<file path="config.mk">
export PLATFORM = sky130hd
export DESIGN_NAME = router_fsm
export DESIGN_NICKNAME = d
export VERILOG_FILES = /design/src/rtl/router_pkg.sv /design/src/rtl/router_fsm.sv
export SDC_FILE = /design/constraint.sdc
export NUM_CORES = 1
export LEC_CHECK = 0
export CORE_AREA = 2 2 39 41
export DETAILED_ROUTE_END_ITERATION = 16
export DIE_AREA = 0 0 41 43
export GPL_ROUTABILITY_DRIVEN = 0
export HOLD_SLACK_MARGIN = 0.03
export PLACE_DENSITY_LB_ADDON = 0.25
export SLEW_MARGIN = 30
export SYNTH_ARGS = -nofsm -noshare
export SYNTH_HDL_FRONTEND = slang
export SYNTH_SLANG_ARGS = --single-unit
export TNS_END_PERCENT = 10
</file>
<file path="constraint.sdc">
create_clock -name clock -period 1.4 [get_ports clock]
set_input_delay 0.28 -clock clock [delete_from_list [all_inputs] [get_ports clock]]
set_output_delay 0.28 -clock clock [all_outputs]
set_load 0.1 [all_outputs]
</file>
<file path="src/rtl/router_pkg.sv">
// Shared types and constants for the 1x3 router control FSM.
package router_pkg;

    localparam int NUM_PORTS = 3;
    localparam int ADDR_W    = 2;

    localparam logic [ADDR_W-1:0] INVALID_ADDR = 2'b11;

    typedef enum logic [3:0] {
        DECODE_ADDRESS,
        LOAD_FIRST_DATA,
        LOAD_DATA,
        FIFO_FULL_STATE,
        LOAD_AFTER_FULL,
        LOAD_PARITY,
        CHECK_PARITY_ERROR,
        WAIT_TILL_EMPTY,
        DROP_PACKET
    } state_e;

endpackage

</file>
<file path="src/rtl/router_fsm.sv">
// Moore control FSM for the 1x3 router: header decode, load sequencing, full/parity handling.
// Optional ROUTER_FSM_DROP_INVALID_EN: invalid-address packets are swallowed in DROP_PACKET.
module router_fsm
    import router_pkg::*;
(
    input  logic                 clock,
    input  logic                 reset,
    input  logic                 pkt_valid,
    input  logic [ADDR_W-1:0]    data_in,
    input  logic                 fifo_full,
    input  logic [NUM_PORTS-1:0] fifo_empty,
    input  logic [NUM_PORTS-1:0] soft_reset,
    input  logic                 parity_done,
    input  logic                 low_pkt_valid,
    output logic                 write_enb_reg,
    output logic                 detect_add,
    output logic                 lfd_state,
    output logic                 ld_state,
    output logic                 laf_state,
    output logic                 full_state,
    output logic                 rst_int_reg,
    output logic                 busy,
    output logic [ADDR_W-1:0]    dest_addr
);

    state_e              state_q, state_d;
    logic [ADDR_W-1:0]   dest_addr_q, dest_addr_d;
    logic                addr_ok;

    assign addr_ok   = (32'(data_in) < NUM_PORTS);
    assign dest_addr = dest_addr_q;

    always_ff @(posedge clock) begin
        if (reset) begin
            state_q     <= DECODE_ADDRESS;
            dest_addr_q <= '0;
        end else begin
            state_q     <= state_d;
            dest_addr_q <= dest_addr_d;
        end
    end

    always_comb begin
        state_d     = state_q;
        dest_addr_d = dest_addr_q;
        case (state_q)
            DECODE_ADDRESS: begin
                if (pkt_valid) begin
                    if (addr_ok) begin
                        dest_addr_d = data_in;
                        state_d     = fifo_empty[data_in] ? LOAD_FIRST_DATA : WAIT_TILL_EMPTY;
                    end
`ifdef ROUTER_FSM_DROP_INVALID_EN
                    else begin
                        state_d = DROP_PACKET;
                    end
`endif
                end
            end
            LOAD_FIRST_DATA:    state_d = LOAD_DATA;
            LOAD_DATA: begin
                if (fifo_full)       state_d = FIFO_FULL_STATE;
                else if (!pkt_valid) state_d = LOAD_PARITY;
            end
            FIFO_FULL_STATE: begin
                if (!fifo_full) state_d = LOAD_AFTER_FULL;
            end
            LOAD_AFTER_FULL: begin
                if (parity_done)        state_d = DECODE_ADDRESS;
                else if (low_pkt_valid) state_d = LOAD_PARITY;
                else                    state_d = LOAD_DATA;
            end
            LOAD_PARITY:        state_d = CHECK_PARITY_ERROR;
            CHECK_PARITY_ERROR: state_d = fifo_full ? FIFO_FULL_STATE : DECODE_ADDRESS;
            WAIT_TILL_EMPTY: begin
                if (fifo_empty[dest_addr_q]) state_d = LOAD_FIRST_DATA;
            end
            DROP_PACKET: begin
                if (!pkt_valid) state_d = DECODE_ADDRESS;
            end
            default:            state_d = DECODE_ADDRESS;
        endcase

        // A read-timeout on the port we are feeding aborts the packet; drops ignore it.
        if ((state_q != DECODE_ADDRESS) && (state_q != DROP_PACKET) && soft_reset[dest_addr_q])
            state_d = DECODE_ADDRESS;
    end

    always_comb begin
        detect_add    = 1'b0;
        lfd_state     = 1'b0;
        ld_state      = 1'b0;
        laf_state     = 1'b0;
        full_state    = 1'b0;
        rst_int_reg   = 1'b0;
        write_enb_reg = 1'b0;
        busy          = 1'b0;
        case (state_q)
            DECODE_ADDRESS:     detect_add = 1'b1;
            LOAD_FIRST_DATA: begin
                lfd_state = 1'b1;
                busy      = 1'b1;
            end
            LOAD_DATA: begin
                ld_state      = 1'b1;
                write_enb_reg = 1'b1;
            end
            FIFO_FULL_STATE: begin
                full_state = 1'b1;
                busy       = 1'b1;
            end
            LOAD_AFTER_FULL: begin
                laf_state     = 1'b1;
                write_enb_reg = 1'b1;
                busy          = 1'b1;
            end
            LOAD_PARITY: begin
                write_enb_reg = 1'b1;
                busy          = 1'b1;
            end
            CHECK_PARITY_ERROR: begin
                rst_int_reg = 1'b1;
                busy        = 1'b1;
            end
            WAIT_TILL_EMPTY:    busy = 1'b1;
            default: ;
        endcase
    end

endmodule

</file>
==> flow_summary.yaml, run 1 <==
timing:
  slew_viol_final: 0
  fin_crit_ns: 1.51
  relSlewSlack_pct: 78.2
  setup_viol: 10
  fin_crit_sh_pct: 108
  setup_ws_ns: -0.114
  hold_violations: 0
  timing.fmax_mhz: 660
  fin_skew_ns: 0.00326
  rsz0062_at_grt: "true"
  hold_slack_ns: 0.603
  tightest_slew_ns: 0.328
final_layout:
  post-route-util_pct: 69.1
  drive_above_1_share_pct: 42.7
  layout.nets: 111
  n_antenna_cell: 0
  areaGrowthSynthToFinish_pct: 108
placed_design:
  io_buffers: 23
  dp_hpwl_mm: 1.04
  pre_cts_slack_ns: -0.242
critical_path:
  reg2reg_to: "state_q[2]$_SDFFE_PP0P_"
  critPathBufInv: 2
  path_class: "flop to primary output"
  cp_data_required_time_ns: 1.12
  critPathTopFamily: "flip-flops"
  crit_path_end_kind: "primary output"
  critical_path.max_fanout: 7
  rrSetupSlack_ns: -0.05
  worstPathCellList: "buf_6 -> nand2b_4 -> nor2_4 -> a21o_4 -> buf_12"
  reg2reg_from: "state_q[0]$_SDFFE_PP0P_"
  slowest_stage: "dfxtp_2"
  arrival_ns: 1.23
  start_kind: "flop"
  reg2regPathDepth: 4
  cpPeakStageDelay_ns: 0.32
synth:
  synth_seq_cells: 5
  synth_cells: 62
  synthArstFlopShare_pct: 0
  yosysMostFrequentCell: "a21oi_1"
  synthesis.area_um2: 459
  synth_area_leaders: "dfxtp_1 22%, a21oi_1 7.6%, nor2_1 4.9%, mux2i_1 4.4%, o21ai_0 4.4%"
  yosysSeqAreaShare_pct: 21.8
  ys_types: 30
  synth_common_cells: "7 x a21oi_1, 6 x nor2_1, 5 x dfxtp_1, 4 x o21ai_0"
  yosysWarnings: 0
  netlist.area_leader.share_pct: 21.8
  synthesis.nets: 76
  syn_avg_cell_area_um2: 7.41
  synth_top_flop_cell: "dfxtp_1"
  synth_edf_count: 0
  yosys.area.top_type: "dfxtp_1"
drt:
  drc_errors: 0
  routed_wl_mm: 1.37
  vias: 566
  via_per_inst: 5.05
  wire_per_inst_um: 12.2
  drtIter0Drc: 17
  ant_nets: 0
  drtPass1Iterations: 4
global_route:
  top_usage_layer: "met2"
  gr-usage-met2_pct: 26.9
  grt_pass1_vias: 535
  grt_util_met1_pct: 26.1
  antenna_found_initial: 0
  grt.overflow.total: 0
  grt_pass1_wl_mm: 2.24
  grt_max_degree: 11
  met3_usage_pct: 3.14
  grt_usage_pct: 18.1
die:
  coreArea_um2: 1380
  fp-row-count: 14
  num_io_pins: 24
  initial_core_util_pct: 33.2
  die_y_um: 43
  die-area_um2: 1760
  die_w_um: 41
clock_tree:
  clock_path_buffers: 2
  clockRootBuffer: "clkbuf_4"
  cts_tree: "yes"
  clock-sinks: 5
  h-tree-depth: 1
  cts_hold_buf: 0
  cts.reportedPaths.clkPinSlew_ns: 0.04
  clock_latency_ns: 0.24
  numCtsBuffers: 3
status:
  violations: "negative setup slack"
  status: "finished with violations"
job:
  cap_violations: 0
hold_path:
  holdPathEnd: "dest_addr[1]$_SDFFE_PP0P_"
  hold_depth: 2
  holdCritPathClass: "flop to flop"
  min_from: "dest_addr[1]$_SDFFE_PP0P_"
[final cells by class]
cell class | instances | area (µm²)
repair buffers | 34 | 424
inverters | 4 | 15.0
multi-input cells | 49 | 367
clock buffers | 4 | 26.3
well taps | 16 | 20.0
flip-flops and latches | 5 | 104
fillers | 110 | 428
[registers in the layout (all words and copies together) (netlist names)]
| name | cells |
|---|---|
| state_q | 3 |
| dest_addr | 2 |
[cells by family (layout without fill, tap and decap cells)]
logic type      Yosys count  count (layout)  synth area share (%)
flops                     5               5                  21.8
mux                       2               2                  4.36
buf+inv                   8              42                  8.45
compound gates           20              20                  28.6
simple gates             27              27                  36.8
[what timing repair did]
| action | 4_1_cts | 5_1_grt |
|---|---|---|
| buffers inserted | 4 | 1 |
| gates resized for setup | 7 | 0 |
| endpoints found under the setup margin | 8 | 13 |
| pin swaps | 2 | 2 |
[layer usage]
metal  share of wire (%)  vias up
met5                   0        -
met4                   0        0
met3                 5.1        0
met2                  52       17
met1                  43      258
li1                    -      291
[cells in the final DEF (no fill, tap or decap), types with 2 or more instances in the layout]
cell type	netlist	layout
dfxtp_1	5	2
and2_1	2	2
dfxtp_2	0	3
buf_4	0	8
buf_12	0	10
inv_2	1	3
and3_1	2	2
nor2b_1	2	2
mux2i_1	2	2
nor2_4	0	2
clkbuf_4	0	3
nor2_1	6	4
a21oi_1	7	7
clkdlybuf4s50_1	0	13
o21ai_0	4	4
nand2_1	3	3
buf_6	1	3
nand3b_1	2	2
[worst max-delay path by stage]
stage,from,to,slack [ns],depth (start not counted)
2_1_floorplan,state_q[2]$_SDFFE_PP0P_,write_enb_reg,-0.33,4
3_3_place_gp,data_in[1],state_q[1]$_SDFFE_PP0P_,-0.21,5
3_5_place_dp,data_in[1],state_q[1]$_SDFFE_PP0P_,-0.24,5
4_1_cts,state_q[2]$_SDFFE_PP0P_,write_enb_reg,-0.13,5
5_1_grt,state_q[2]$_SDFFE_PP0P_,write_enb_reg,-0.16,5
6_report,state_q[2]$_SDFFE_PP0P_,write_enb_reg,-0.11,5
[worst min-delay path: cells and delay by family, from the launching register on]
kind | cells | cell delay (ns)
flops | 1 | 0.37
simple gates | 2 | 0.19
[through the flow]
step           instances  cell area [µm²]  TNS (ns)
5_1_grt              112              956     -1.22
3_3_place_gp         103              875    -0.593
4_1_cts              111              948    -0.543
2_1_floorplan         62              514     -2.49
3_5_place_dp         103              875    -0.609
6_report             112              956    -0.586
Power of run 1 is left out: the tool's default activity adds up to more than one toggle a clock period on the data nets, which glitch-free logic cannot reach.
==> run 2, diff against run 1 <==
--- a/config.mk
+++ b/config.mk
@@ -11,7 +11,8 @@
 export GPL_ROUTABILITY_DRIVEN = 0
 export HOLD_SLACK_MARGIN = 0.03
 export PLACE_DENSITY_LB_ADDON = 0.25
-export SLEW_MARGIN = 30
+export SKIP_LAST_GASP = 1
+export SLEW_MARGIN = 25
 export SYNTH_ARGS = -nofsm -noshare
 export SYNTH_HDL_FRONTEND = slang
 export SYNTH_SLANG_ARGS = --single-unit
==> run 2 against run 1 <==
  * The flow still finishes with violations (negative setup slack)
  * Global-route usage down 0.30 points
  * Sequential share of layout area fell by 0.23 points
  * Core utilization grew 0.63 points
  * Critical path depth stayed put
  * Die area is the same
  * First-iteration DRC count shrank 18%
  * Final area rose by 0.92%
==> flow_summary.yaml, run 2 (synthesis results as in run 1) <==
status:
  violations: "negative setup slack"
  status: "finished with violations"
critical_path:
  slowest_stage: "dfxtp_2"
  start_kind: "flop"
  crit_path_end_kind: "primary output"
  cpPeakStageDelay_ns: 0.32
  reg2reg_to: "state_q[2]$_SDFFE_PP0P_"
  endpoint: "write_enb_reg"
  cp_data_required_time_ns: 1.12
  arrival_ns: 1.24
  critical_path.max_fanout: 7
  crit_cells: 5
  critPathBufInv: 2
  worstPathCellList: "buf_6 -> nand2b_4 -> nor2_4 -> a21o_4 -> buf_12"
  rrSetupSlack_ns: -0.06
  reg2reg_from: "state_q[0]$_SDFFE_PP0P_"
  critPathTopFamily: "flip-flops"
  crit_start: "state_q[2]$_SDFFE_PP0P_"
  reg2regPathDepth: 4
  path_class: "flop to primary output"
final_layout:
  drive_above_1_share_pct: 43.8
  layout_commonest_cell: "clkdlybuf4s50_1"
  layout.nets: 111
  post-route-util_pct: 69.7
  design_area_um2: 965
  top_register: "state_q"
  layout_common_cells: "13 x clkdlybuf4s50_1, 10 x buf_12, 8 x buf_4"
  largest_reg_flops: 3
  areaGrowthSynthToFinish_pct: 110
  n_antenna_cell: 0
timing:
  tightest_slew_ns: 0.326
  fin_crit_ns: 1.52
  fin_skew_ns: 0.00368
  relSlewSlack_pct: 78.2
  hold_violations: 0
  fin_tns_setup_ns: -0.629
  setup_viol: 10
  timing.fmax_mhz: 658
  rsz0062_at_grt: "true"
  fin_crit_sh_pct: 108
  setup_ws_ns: -0.119
  slew_viol_final: 0
placed_design:
  io_buffers: 23
  dpl_cell_area_um2: 875
  dp_hpwl_mm: 1.04
  pre_cts_slack_ns: -0.242
die:
  die_y_um: 43
  initial_core_util_pct: 33.2
  die_w_um: 41
  fp-row-count: 14
  num_io_pins: 24
  coreArea_um2: 1380
  die-area_um2: 1760
drt:
  drtIter0Drc: 14
  via_per_inst: 5.23
  ant_nets: 0
  wire_per_inst_um: 12.4
  routed_wl_mm: 1.39
  drc_errors: 0
  drtPass1Iterations: 6
  vias: 586
global_route:
  grt_pass1_vias: 535
  grt_usage_pct: 17.8
  grt.overflow.total: 0
  antenna_found_initial: 0
  grt_pass1_wl_mm: 2.20
  grt_max_degree: 11
clock_tree:
  clock_path_buffers: 2
  clock_latency_ns: 0.24
  clock-sinks: 5
  numCtsBuffers: 3
  h-tree-depth: 1
  cts.reportedPaths.clkPinSlew_ns: 0.04
  cts_hold_buf: 0
  clockRootBuffer: "clkbuf_4"
  cts_tree: "yes"
job:
  cap_violations: 0
hold_path:
  holdCritPathClass: "flop to flop"
run 2: changes by cell type in the layout (fill, tap and decap cells not counted):
cell	delta
and3_1	-2
and3_4	+2
dfxtp_1	+1
dfxtp_2	-1
run 2: repair_timing:
action / CTS / global route
gates resized for setup: 5 / 3
pin swaps: 2 / 0
endpoints found under the setup margin: 8 / 13
setup buffers: 4 / 1
run 2: tightest hold or removal path: cells and delay by family (launching register included):
kind	cells	cell delay (ns)
AND/OR/NAND/NOR	2	0.19
flip-flops	1	0.36
run 2: through the flow:
stage          cells  hold WS [ns]
6_report         112         0.601
5_1_grt          112         0.654
4_1_cts          111         0.602
3_5_place_dp     103         0.593
3_3_place_gp     103         0.586
2_1_floorplan     62         0.342
run 2: cell type report:
cell class                      count  area, µm²
Clock buffer                        4       26.3
Fill cell                         111        419
Inverter                            4       15.0
Multi-Input combinational cell     49        377
Sequential cell                     5        103
Tap cell                           16       20.0
Timing Repair Buffer               34        424
run 2: layer usage:
| metal | routed length [µm] | vias up | track usage [%] |
|---|---|---|---|
| met5 | 0 | - | 0 |
| met2 | 733 | 21 | 26.3 |
| met4 | 10 | 0 | 5.33 |
| met1 | 581 | 269 | 25.7 |
| li1 | - | 292 | - |
| met3 | 66 | 4 | 3.14 |
run 2: how the worst min path moves through the flow:
stage | from | depth (start not counted) | slack, ns | end
after global placement | dest_addr[1]$_SDFFE_PP0P_ | 2 | 0.59 | dest_addr[1]$_SDFFE_PP0P_
after detailed placement | dest_addr[1]$_SDFFE_PP0P_ | 2 | 0.59 | dest_addr[1]$_SDFFE_PP0P_
after CTS | dest_addr[1]$_SDFFE_PP0P_ | 2 | 0.60 | dest_addr[1]$_SDFFE_PP0P_
after global routing | dest_addr[1]$_SDFFE_PP0P_ | 2 | 0.65 | dest_addr[1]$_SDFFE_PP0P_
after floorplan | reset | 1 | 0.34 | dest_addr[1]$_SDFFE_PP0P_
final | dest_addr[1]$_SDFFE_PP0P_ | 2 | 0.60 | dest_addr[1]$_SDFFE_PP0P_
Power of run 2 is left out for the same reason.
